[src/rtl/chan_sel_mux.sv]
// N-channel registered selector with valid/ready flow control, deferred select switching
// and a one-entry output pipe. Define SEL_ERR_CNT_EN to add the saturating err_cnt output.
module chan_sel_mux #(
    parameter int  NCH  = 4,
    parameter int  W    = 8,
    localparam int SELW = $clog2(NCH)
) (
    input  logic                 clk,
    input  logic                 rst,
    input  logic [NCH*W-1:0]     in_data,
    input  logic [NCH-1:0]       in_valid,
    output logic [NCH-1:0]       in_ready,
    input  logic [SELW-1:0]      sel,
    input  logic                 sel_vld,
    output logic [W-1:0]         out_data,
    output logic                 out_valid,
    input  logic                 out_ready,
    output logic [SELW-1:0]      cur_sel,
    output logic                 sel_err,
    output logic                 busy
`ifdef SEL_ERR_CNT_EN
    ,
    output logic [7:0]           err_cnt
`endif
);

    typedef enum logic [1:0] {
        IDLE   = 2'd0,
        PASS   = 2'd1,
        SWITCH = 2'd2
    } state_t;

    localparam logic [SELW:0] NCH_L = (SELW+1)'(NCH);

    state_t               state_q;
    logic [SELW-1:0]      cur_sel_q;
    logic [SELW-1:0]      pend_sel_q;
    logic [W-1:0]         out_data_q;
    logic                 out_valid_q;
    logic                 sel_err_q;

    logic [NCH-1:0][W-1:0] ch_data;
    logic                 sel_in_range;
    logic                 sel_ok_d;
    logic                 sel_bad_d;
    logic                 ready_cur_d;
    logic                 load_d;
    logic                 drain_d;

    assign ch_data = in_data;

    // Comparison is one bit wider than sel so it stays meaningful when NCH is a power of 2.
    assign sel_in_range = ({1'b0, sel} < NCH_L);
    assign sel_ok_d     = sel_vld & sel_in_range;
    assign sel_bad_d    = sel_vld & ~sel_in_range;

    assign ready_cur_d  = (state_q == PASS) & (~out_valid_q | out_ready);
    assign load_d       = ready_cur_d & in_valid[cur_sel_q];
    assign drain_d      = out_valid_q & out_ready & ~load_d;

    // NOTE: every output of a combinational block is given a default first, so no path
    // through the block can leave it unassigned and infer a latch.
    always_comb begin
        in_ready = '0;
        if (ready_cur_d) begin
            in_ready[cur_sel_q] = 1'b1;
        end
    end

    // NOTE: clocked state uses non-blocking assignments so every register samples the
    // pre-edge values regardless of statement order.
    always_ff @(posedge clk) begin
        if (rst) begin
            state_q     <= IDLE;
            cur_sel_q   <= '0;
            pend_sel_q  <= '0;
            out_data_q  <= '0;
            out_valid_q <= 1'b0;
            sel_err_q   <= 1'b0;
        end else begin
            sel_err_q <= sel_bad_d;

            unique case (state_q)
                IDLE: begin
                    if (sel_ok_d) begin
                        cur_sel_q <= sel;
                        state_q   <= PASS;
                    end
                end
                PASS: begin
                    if (sel_ok_d) begin
                        pend_sel_q <= sel;
                        state_q    <= SWITCH;
                    end
                end
                SWITCH: begin
                    if (sel_ok_d) begin
                        pend_sel_q <= sel;
                    end
                    // A request arriving on the switching edge itself is the latest one.
                    if (!out_valid_q) begin
                        cur_sel_q <= sel_ok_d ? sel : pend_sel_q;
                        state_q   <= PASS;
                    end
                end
                default: begin
                    state_q <= IDLE;
                end
            endcase

            if (load_d) begin
                out_data_q  <= ch_data[cur_sel_q];
                out_valid_q <= 1'b1;
            end else if (drain_d) begin
                out_valid_q <= 1'b0;
            end
        end
    end

`ifdef SEL_ERR_CNT_EN
    logic [7:0] err_cnt_q;

    always_ff @(posedge clk) begin
        if (rst) begin
            err_cnt_q <= '0;
        end else if (sel_bad_d && (err_cnt_q != 8'hFF)) begin
            err_cnt_q <= err_cnt_q + 8'd1;
        end
    end

    assign err_cnt = err_cnt_q;
`else
    // Without the counter, sel_err is the only record of a rejected select.
`endif

    assign out_data  = out_data_q;
    assign out_valid = out_valid_q;
    assign cur_sel   = cur_sel_q;
    assign sel_err   = sel_err_q;
    assign busy      = (state_q != PASS);

endmodule
[config.mk]
export PLATFORM = sky130hd
export DESIGN_NAME = chan_sel_mux
export DESIGN_NICKNAME = d
export VERILOG_FILES = /design/src/rtl/chan_sel_mux.sv
export SDC_FILE = /design/constraint.sdc
export NUM_CORES = 1
export LEC_CHECK = 0
export CAP_MARGIN = 0
export CORE_MARGIN = 4
export CORE_UTILIZATION = 50
export CTS_CLUSTER_DIAMETER = 50
export DETAILED_ROUTE_END_ITERATION = 8
export DONT_BUFFER_PORTS = 1
export MAX_ROUTING_LAYER = met4
export PLACE_DENSITY_LB_ADDON = 0.12
export RECOVER_POWER = 100
export SLEW_MARGIN = 20
export SYNTH_ARGS = -nofsm -noshare
export SYNTH_HDL_FRONTEND = slang
export SYNTH_SLANG_ARGS = --single-unit
[constraint.sdc]
create_clock -name clk -period 1.64 [get_ports clk]
set_input_delay 0.328 -clock clk [delete_from_list [all_inputs] [get_ports clk]]
set_output_delay 0.328 -clock clk [all_outputs]
set_load 0.02 [all_outputs]
# Word-level counts from Yosys, hierarchy flattened
# Index checks and enable logic that the tools add are counted.
[op_classes]
eq_ne = 6
muxes = 17
bitwise = 7
n_reduce_logical = 7
n_lt_le_gt_ge = 2
[ops]
columns = ["operator", "n"]
rows = [
  ["$bmux 8 s2", 1],
  ["$mux 2", 6],
  ["$mux 8", 1],
  ["$ne 2x2->1 const B", 3],
  ["$pmux 2 s3", 1],
  ["$reduce_and 3->1", 2],
  ["$and 1x1->1", 4],
  ["$mux 1", 4],
  ["$mux 4", 1],
  ["$pmux 2 s2", 1],
  ["$reduce_bool 2->1", 2],
  ["$lt 2x3->1 const B", 1],
  ["$bmux 1 s2", 1],
  ["$demux 1 s2", 1],
  ["$eq 2x1->1 const B", 1],
  ["$eq 2x2->1 const B", 1],
  ["$ge 2x1->1 const B", 1],
  ["$logic_not 2->1", 1],
  ["$ne 2x1->1 const B", 1],
  ["$not 1->1", 2],
  ["$reduce_or 2->1", 1],
  ["$logic_and 1x1->1", 1],
  ["$or 1x1->1", 1],
]
[word_totals]
in_bits = 42
ff_bits = 15
elab_cells = 44
out_inout_bits = 17

# Depth between registers and ports, before layout
# Gate-level depths: netlist (run 1).
[logic_depth]
ltp_word = 8
mapped_depth = 6
mapped_depth_nobuf = 6

# Worst setup path before layout (run 1)
# No wires, ideal clock.
[synth_path]
path_kind = "reg2out"
from = "register cur_sel_q[0] (netlist: cur_sel[0])"
to = "output in_ready[1]"
arrival_ns = 1.396
required_time_ns = 1.312
slack_ns = -0.084
n_path_buf = 1
stages_incl_launch_ff = 4
cell_sequence = "dfxtp_1 buf_2 inv_1 nor3_1"
[synth_between]
elab_chain_len = 5
elab_cells_between_ends = 6
classes_between = "2 x order compare; 3 x mux; 1 x reduce/logical"
[synth_rtl]
columns = ["element", "line_no", "text"]
rows = [
  ["from (decl)", "36", "logic [SELW-1:0] cur_sel_q;"],
  ["from (signal assigned)", "86", "cur_sel_q <= sel;"],
  ["from (signal assigned)", "102", "cur_sel_q <= sel_ok_d ? sel : pend_sel_q;"],
  ["$lt 2x3->1 (not written as such) / $ge 2x1->1 (equally long branches)", "66", "in_ready[cur_sel_q] = 1'b1;"],
  ["$logic_and 1x1->1 (not written as such)", "66", ""],
  ["$mux 1 (not written as such)", "66", ""],
  ["$demux 1 s2 *", "66", ""],
  ["$mux 4 *", "65", "if (ready_cur_d) begin"],
  ["to (decl)", "12", "output logic [NCH-1:0] in_ready,"],
]
# Mark *: on every way between the ends. The rest lies on a longest branch, timed or not.

# Worst setup path after layout (run 1)
[layout_path]
from = "register state_q[1]"
to = "output in_ready[0]"
[layout_between]
elab_chain_len = 3
[layout_rtl]
columns = ["element", "line_no", "text"]
rows = [
  ["from (decl)", "35", "state_t state_q;"],
  ["from (signal assigned)", "74", "state_q <= IDLE;"],
  ["from (signal assigned)", "87", "state_q <= PASS;"],
  ["from (signal assigned)", "93", "state_q <= SWITCH;"],
  ["$eq 2x1->1", "57", "assign ready_cur_d = (state_q == PASS) & (~out_valid_q | out_ready);"],
  ["$and 1x1->1", "57", ""],
  ["$mux 4", "65", ""],
]
# Every way passes these cells.

==> results.ini, run 1 <==
[worst_setup_path]
sort_of_element_at_the_start_of_the_critical_path=register
ff2ff_setup_slack_ps=140
cp.arrival_ps=1260
criticalPathCategory=register to output port
crit_fanout=5
critPathRequiredTime_ps=1310
crit_path_end_kind=output port

[cts]
cts_made_buffers=3
htree_levels=1
root_buffer_selected_by_cts=clkbuf_4
clk_path_buf_depth=2
tritoncts_num_sinks=15
cts_hold_repair.buffers=0
cts.reportedPaths.clkPinSlew_ps=90
insertion_delay_ps=290
clock_tree_from_tritoncts=yes

[synthesis]
synth_ff_type=dfxtp_1
avgSynthCellArea_sq_um=10.3
synthArstFlopShare_pct=0
yosys-top-cells-count=dfxtp_1 (15), nor2_1 (12), mux2i_1 (11)
sequential_share_of_the_synthesized_area_pct=32.0
yosys.area.top_type_share_pct=32.0
netlist-cell-type-count=23
post_synth_instance_area_sq_um=940
synth_area_leaders=dfxtp_1 (32%), mux4_2 (17%), mux2i_1 (12%)
synth-edff-count=0
synthCells=91
total_of_flip_flops_plus_latches_after_synthesis=15
synth.most_common_cell=dfxtp_1
yosys_warnings=0
synth_fp_nets=138
netlist.top_cell.by_area=dfxtp_1

[sta]
fin_crit_sh_pct=96.6
max_clock_freq_ghz=0.631
timing_max_transition_violations_final=0
finalWorstPathRequiredPeriod_ps=1580
final-hold-violation-count=0
final-setup-viol-count=0
skew_ps=5.86

[final_layout]
final_design_area_no_fill_sq_um=1070
layout-drive-gt1-share_pct=26.3
fillers=167
layout.nets=147
flow.area_growth_from_synthesis_pct=14.0
antenna_cells_inserted=0

[drt]
drc=0
drt-initial-drc-count=7
drt-wirelength-per-cell_um=18.2
drtAntennaViolNets=0
first_pass_iters=3
routed-via-count=734
viasPerCell=5.92
wirelength_um=2250

[run]
max_cap_viol_count=0

[power]
p_leak_nw=0.461
irDropWorstVdd_v=0.000628
power.density_nw_per_um2=891
design_power_total_uw=954

[floorplan]
rows=15
vertical_die_dimension_um=51.4
core_area_sq_um=1750
num_io_pins=59
die_width_um=51.4
floorplan.initialDensity_pct=53.8
dieArea_sq_um=2640

[global_routing]
globalRouteOverflowTotal=0
grt_pass1_wl_um=3220
number_of_antenna_violations_at_the_first_check_in_global_routing=0
grt.total_usage_pct=17.0
grt_max_degree=16
grt_pass1_vias=690

[placed_design]
final_weighted_congestion_of_routability_driven_global_placement=0.690
buffer_ports.inserted=0
dpl.hpwl_um=1740
place_area_sq_um=1000

[worst_hold_path]
hold_path.class=input pin to register

[run_status]
run_status=finished clean

## worst paths after layout
check | depth (start not counted) | to | from
worst max register to register | 4 | out_data[5] | cur_sel[0]
worst min-delay path | 1 | state_q[0] | rst
worst max-delay path | 5 | in_ready[0] | state_q[1]
worst min register to register | 2 | pend_sel_q[1] | pend_sel_q[1]
## worst max-delay path: stages (launching register included)
cell and delay, ps:
dfxtp_4 380, inv_4 70, ha_4 150, nand2_2 70, nor3_2 130, buf_4 170
## logic make-up after synthesis
logic type	after synthesis	share of synthesized area [%]
and+or+nand+nor	31	15.2
DFF	15	32.0
buffers and inverters	9	5.32
AOI/OAI and AO/OA	10	6.39
other	1	0.399
adders and majority gates	5	6.66
muxes	20	34.1
## metrics by stage
step / hold WS, ps / worst slack (ps) / util [%] / setup TNS, ps / std cells
6_report: 88.4 / 55.5 / 61.4 / 0 / 124
4_1_cts: 92.9 / 14.7 / 59.9 / 0 / 123
3_5_place_dp: 402 / 108 / 57.3 / 0 / 119
5_1_grt: 67.4 / -26.6 / 61.4 / -44.6 / 124
3_3_place_gp: 400 / 167 / 57.3 / 0 / 119
2_1_floorplan: 397 / 16.3 / - / 0 / 91
## sequential cells by signal, indices dropped and copies added (netlist names)
| register | cells |
|---|---|
| state_q | 2 |
| out_valid | 1 |
| out_data | 8 |
| pend_sel_q | 2 |
| cur_sel | 2 |
## placed cells by master, fill, tap and decap left out
cell,n
nand2_2,1
nand2_1,7
o21bai_1,1
conb_1,1
nand3b_1,2
dfxtp_4,1
inv_1,3
buf_4,4
ha_1,4
nor2_1,12
nand3_1,4
mux4_1,2
mux2i_1,11
nor3_2,2
nand3_4,1
mux4_2,7
dfxtp_1,12
clkbuf_2,1
dfxtp_2,2
buf_12,1
buf_2,1
a211oi_1,2
clkbuf_4,3
a21oi_1,6
clkbuf_1,3
a21o_1,1
nand2b_1,2
ha_4,1
inv_4,1
## power by group
group          total [mW]  switching, mW  internal (mW)
Clock               0.212          0.117         0.0947
Sequential          0.442         0.0454          0.396
Combinational       0.301          0.149          0.152
Total               0.954          0.312          0.643
## final cells by class
type                            count  area [sq um]  share of cell area [%]
Inverter                            4          17.5                    1.64
Tap cell                           25          31.3                    2.92
Clock buffer                        4          26.3                    2.45
Sequential cell                    15           307                    28.6
Multi-Input combinational cell     67           622                    58.1
Timing Repair Buffer                9          67.6                    6.31
## repair_timing
action	CTS	global route
pin swaps	0	0
endpoints found under the setup margin	4	4
resized for setup	6	8
endpoints found under the hold margin	0	0
setup buffers	0	1
## metal layers
| metal | global-route usage [%] | vias to the layer above | wire (um) |
|---|---|---|---|
| met4 | 1.31 | 0 | 13 |
| met3 | 9.62 | 2 | 276 |
| li1 | - | 343 | - |
| met1 | 17.1 | 344 | 780 |
| met5 | - | - | 0 |
| met2 | 30.0 | 45 | 1180 |
Note: power is estimated with default switching activity, not from simulation.
==> run 2: changes to the inputs <==
--- a/config.mk
+++ b/config.mk
@@ -13,7 +13,6 @@
 export DONT_BUFFER_PORTS = 1
 export MAX_ROUTING_LAYER = met4
 export PLACE_DENSITY_LB_ADDON = 0.12
-export RECOVER_POWER = 100
 export SLEW_MARGIN = 20
 export SYNTH_ARGS = -nofsm -noshare
 export SYNTH_HDL_FRONTEND = slang
==> run 2 against run 1 <==
Cell area is 1.2% higher. Combinational power grew 2%. Flip-flop and latch count did not move. Largest cell class unchanged. Total power is 0.54% higher.
==> results.ini, run 2 (synthesized netlist as in run 1, its figures left out) <==
[run_status]
run_status=finished clean

[drt]
drt-initial-drc-count=7
drt-wirelength-per-cell_um=18.1
first_pass_iters=3
drc=0
routed-via-count=735
wirelength_um=2250
drtAntennaViolNets=0
viasPerCell=5.93

[worst_setup_path]
delay_of_the_slowest_cell_on_the_worst_path_ps=380
crit_path_end_kind=output port
critPathRequiredTime_ps=1310
critPathSlowestCell=dfxtp_4
crit_path_cell_trace=inv_4 -> ha_4 -> nand2_2 -> nor3_2 -> buf_4
crit_fanout=5
worstReg2RegEnd=out_data[5]
cp.arrival_ps=1260
sort_of_element_at_the_start_of_the_critical_path=register
criticalPathCategory=register to output port
ff2ff_setup_slack_ps=140
worst_r2r_path_depth=4
r2r_start=cur_sel[0]

[floorplan]
floorplan.initialDensity_pct=53.8
dieArea_sq_um=2640
num_io_pins=59
core_area_sq_um=1750
vertical_die_dimension_um=51.4
die_width_um=51.4
rows=15

[sta]
final-setup-viol-count=0
final-hold-violation-count=0
fin_setup_tns_ps=0
fin_crit_sh_pct=96.6
skew_ps=5.57
timing_max_transition_violations_final=0
finalWorstPathRequiredPeriod_ps=1580
max_clock_freq_ghz=0.631

[power]
irDropWorstVdd_v=0.000627
p_leak_nw=0.470
power.density_nw_per_um2=886

[worst_hold_path]
whs_endpoint=state_q[0]
hold_path.class=input pin to register
holdPathStages=1
min_from=rst

[final_layout]
antenna_cells_inserted=0
layout.nets=147
mostFrequentLayoutCells=nor2_1 (12), dfxtp_1 (12), mux2i_1 (11)
largest_register_ffs=8
final_util_pct=62.1
flow.area_growth_from_synthesis_pct=15.3
fillers=161
layout-drive-gt1-share_pct=28.3

[placed_design]
buffer_ports.inserted=0
dpl.hpwl_um=1740
final_weighted_congestion_of_routability_driven_global_placement=0.690

[global_routing]
grt_pass1_vias=690
globalRouteOverflowTotal=0
number_of_antenna_violations_at_the_first_check_in_global_routing=0
grt_pass1_wl_um=3220
grt.total_usage_pct=17.0
grt_max_degree=16

[cts]
cts_made_buffers=3
htree_levels=1
clk_path_buf_depth=2
tritoncts_num_sinks=15
cts_hold_repair.buffers=0
clock_tree_from_tritoncts=yes
root_buffer_selected_by_cts=clkbuf_4
insertion_delay_ps=290
cts.reportedPaths.clkPinSlew_ps=90

[run]
max_cap_viol_count=0

run 2: area by class of cell:
type                    count  area [sq um]  share of cell area [%]
multi-input cells          67           622                    57.4
flip-flops and latches     15           307                    28.3
repair buffers              9          80.1                    7.39
well taps                  25          31.3                    2.89
clock buffers               4          26.3                    2.42
inverters                   4          17.5                    1.62
run 2: worst max-delay path, delay by kind of cell, from the launching register on:
kind / cells / cell delay [ps]
fa+ha+maj: 1 / 150
flops: 1 / 380
buf+inv: 2 / 240
simple gates: 2 / 200
run 2: metrics by stage:
step / std cells / cell area [sq um] / power, mW / hold slack (ps) / worst slack, ps
floorplan: 91 / 945 / 0.679 / 397 / 16.3
global placement: 119 / 1000 / 0.717 / 400 / 167
detailed placement: 119 / 1000 / 0.725 / 402 / 108
CTS: 123 / 1050 / 0.942 / 92.9 / 14.7
global route: 124 / 1080 / 1.02 / 67.4 / -26.6
finish: 124 / 1080 / 0.959 / 89.0 / 55.5
run 2: metal layers:
metal | global-route usage, % | wire [um] | up-vias
met1 | 17.1 | 776 | 345
met4 | 1.31 | 13 | 0
li1 | - | - | 343
met2 | 30.0 | 1180 | 45
met3 | 9.62 | 275 | 2
met5 | - | 0 | -
run 2: worst max-delay path by stage:
stage | startpoint | to | cells past startpoint
after floorplan | cur_sel[0] | out_data[0] | 5
after global placement | cur_sel[0] | out_data[2] | 4
after detailed placement | cur_sel[0] | out_data[5] | 4
after CTS | state_q[1] | in_ready[0] | 5
after global routing | state_q[1] | in_ready[0] | 5
final | state_q[1] | in_ready[0] | 5
run 2: timing repair:
action	CTS	global route
cloned	0	0
pin swaps	0	0
gates resized for setup	6	8
buffers inserted	0	1
setup endpoints to repair	4	4
run 2: where the power goes:
group	total [mW]	switching (mW)	internal, mW
combinational	0.306	0.149	0.157
clock	0.212	0.117	0.0947
sequential	0.442	0.0456	0.396
==> run 3: changes to the inputs <==
--- a/config.mk
+++ b/config.mk
@@ -5,6 +5,7 @@
 export SDC_FILE = /design/constraint.sdc
 export NUM_CORES = 1
 export LEC_CHECK = 0
+export ABC_AREA = 1
 export CAP_MARGIN = 0
 export CORE_MARGIN = 4
 export CORE_UTILIZATION = 50
==> run 3 against run 2 <==
The run now ends with negative setup slack left. Combinational power increased to 5.5 times the previous value. Clock skew decreased by 1.1 ps. Count of clock-buffer cells in the layout unchanged. Fmax decreased by 5.6%. Global-route usage increased by 2.1 points. Via count increased by 50%. Sequential power increased by 60%. Final cell count increased by 70%. Critical path type unchanged. Largest power group is now combinational cells. Highest routed layer unchanged.
==> results.ini, run 3 <==
[sta]
max_clock_freq_ghz=0.596
timing_max_transition_violations_final=0
rsz0062_at_grt=yes
tightestPinTransition_ps=543
final-hold-violation-count=0
slew_headroom_pct=63.6
skew_ps=4.50
final-setup-viol-count=4
fin_crit_sh_pct=102
finalWorstPathRequiredPeriod_ps=1680
post-route-worst-setup-slack_ps=-38.8

[floorplan]
rows=16
dieArea_sq_um=3060
floorplan.initialDensity_pct=54.9
die_width_um=55.4
vertical_die_dimension_um=55.4
num_io_pins=59
core_area_sq_um=2040

[power]
p_leak_nw=0.607
irDropWorstVdd_v=0.00131
design_power_total_mw=2.58
power.density_nw_per_um2=2070

[synthesis]
synth-edff-count=0
sequential_share_of_the_synthesized_area_pct=26.8
synthArstFlopShare_pct=0
synthCells=180
total_of_flip_flops_plus_latches_after_synthesis=15
avgSynthCellArea_sq_um=6.23
synth_ff_type=dfxtp_1
yosys-top-cells-count=nand2_1 (49), nand3_1 (32), nor2_1 (21)
yosys.area.top_type_share_pct=26.8
synth_area_leaders=dfxtp_1 (27%), nand2_1 (16%), nand3_1 (14%)
yosys_warnings=0
post_synth_instance_area_sq_um=1120
netlist-cell-type-count=20
netlist.top_cell.by_area=dfxtp_1
synth_fp_nets=227
synth.most_common_cell=nand2_1

[worst_setup_path]
criticalPathCategory=register to output port
sort_of_element_at_the_start_of_the_critical_path=register
critPathRequiredTime_ps=1310
crit_path_end_kind=output port
crit_fanout=4
cp.arrival_ps=1350

[run_status]
violations_in_the_final_reports=negative setup slack
run_status=finished with violations

[cts]
htree_levels=1
tritoncts_num_sinks=15
root_buffer_selected_by_cts=clkbuf_4
cts_made_buffers=3
clock_tree_from_tritoncts=yes
insertion_delay_ps=270
clk_path_buf_depth=2
cts.reportedPaths.clkPinSlew_ps=80

[global_routing]
grt_max_degree=18
grt_pass1_vias=1047
globalRouteOverflowTotal=0
grt.total_usage_pct=19.1
number_of_antenna_violations_at_the_first_check_in_global_routing=0
grt_pass1_wl_um=4790

[drt]
first_pass_iters=4
drt-wirelength-per-cell_um=13.4
drc=0
wirelength_um=2820
drtAntennaViolNets=0
drt-initial-drc-count=77
viasPerCell=5.24
routed-via-count=1106

[placed_design]
final_weighted_congestion_of_routability_driven_global_placement=0.829
buffer_ports.inserted=0
dpl.hpwl_um=2180

[final_layout]
antenna_cells_inserted=0
layout.nets=232
layout-drive-gt1-share_pct=16.3
leading_cell_type_in_the_layout_fill_and_taps_excluded=nand2_1
mostFrequentLayoutCells=nand2_1 (49), nand3_1 (32), nor2_1 (20)
flow.area_growth_from_synthesis_pct=11.2
final_util_pct=61.0
largest_register_ffs=8
fillers=206

[worst_hold_path]
hold_path.class=input pin to register

[run]
max_cap_viol_count=0

[run 3: worst max-delay path, cell delays in order (launching register included)]
cell and delay (ps):
dfxtp_2 340, inv_2 80, ha_4 160, inv_6 50, a21oi_4 140, inv_4 80, nor3_4 230
[run 3: worst paths after layout]
path	slack (ps)	to	start	depth (start not counted)
hold / removal	100	state_q[0]	rst	1
setup / recovery	-40	in_ready[2]	state_q[1]	6
setup reg to reg	220	out_data[4]	cur_sel[0]	8
hold reg to reg	510	pend_sel_q[1]	pend_sel_q[1]	2
[run 3: per-layer routing]
layer  up-vias  track usage (%)  wire length (um)
met1       464             23.8              1180
li1        595                -                 -
met5         -                -                 0
met2        45             30.6              1340
met4         0             4.17                10
met3         2             5.59               288
[run 3: cell type report]
cell class / count / area [sq um] / share of cell area [%]
repair buffers: 10 / 75.1 / 6.02
well taps: 27 / 33.8 / 2.71
clock buffers: 4 / 26.3 / 2.11
multi-input cells: 140 / 742 / 59.5
inverters: 15 / 63.8 / 5.12
flip-flops and latches: 15 / 305 / 24.5
[run 3: logic make-up (layout without fill, tap and decap cells)]
group | after synthesis | in the layout | synth area share (%)
AND/OR/NAND/NOR | 111 | 111 | 43.2
buffers and inverters | 25 | 29 | 12.4
AO/OA/AOI/OAI | 23 | 23 | 11.7
flip-flops | 15 | 15 | 26.8
adder cells (fa/ha/maj) | 5 | 5 | 5.58
other | 1 | 1 | 0.335
[run 3: power breakdown]
part / internal (mW) / switching [mW] / total [mW]
Sequential: 0.508 / 0.201 / 0.709
Clock: 0.0941 / 0.104 / 0.199
Combinational: 0.571 / 1.10 / 1.67
[run 3: repair_timing]
item / in CTS / in global routing
endpoints found under the setup margin: 4 / 5
pin swaps: 2 / 1
hold buffers: 0 / 0
buffers inserted: 3 / 0
hold endpoints to repair: 0 / 0
resized for setup: 2 / 2
[run 3: per-stage QoR]
step | area [sq um] | TNS [ps] | instances | setup WS, ps | hold slack (ps)
3_3_place_gp | 1190 | 0 | 204 | 184 | 393
2_1_floorplan | 1190 | 0 | 180 | 11.0 | 390
6_report | 1250 | -143 | 211 | -38.8 | 102
5_1_grt | 1250 | -467 | 211 | -128 | 94.3
3_5_place_dp | 1190 | 0 | 204 | 157 | 395
4_1_cts | 1240 | -204 | 211 | -89.4 | 95.6
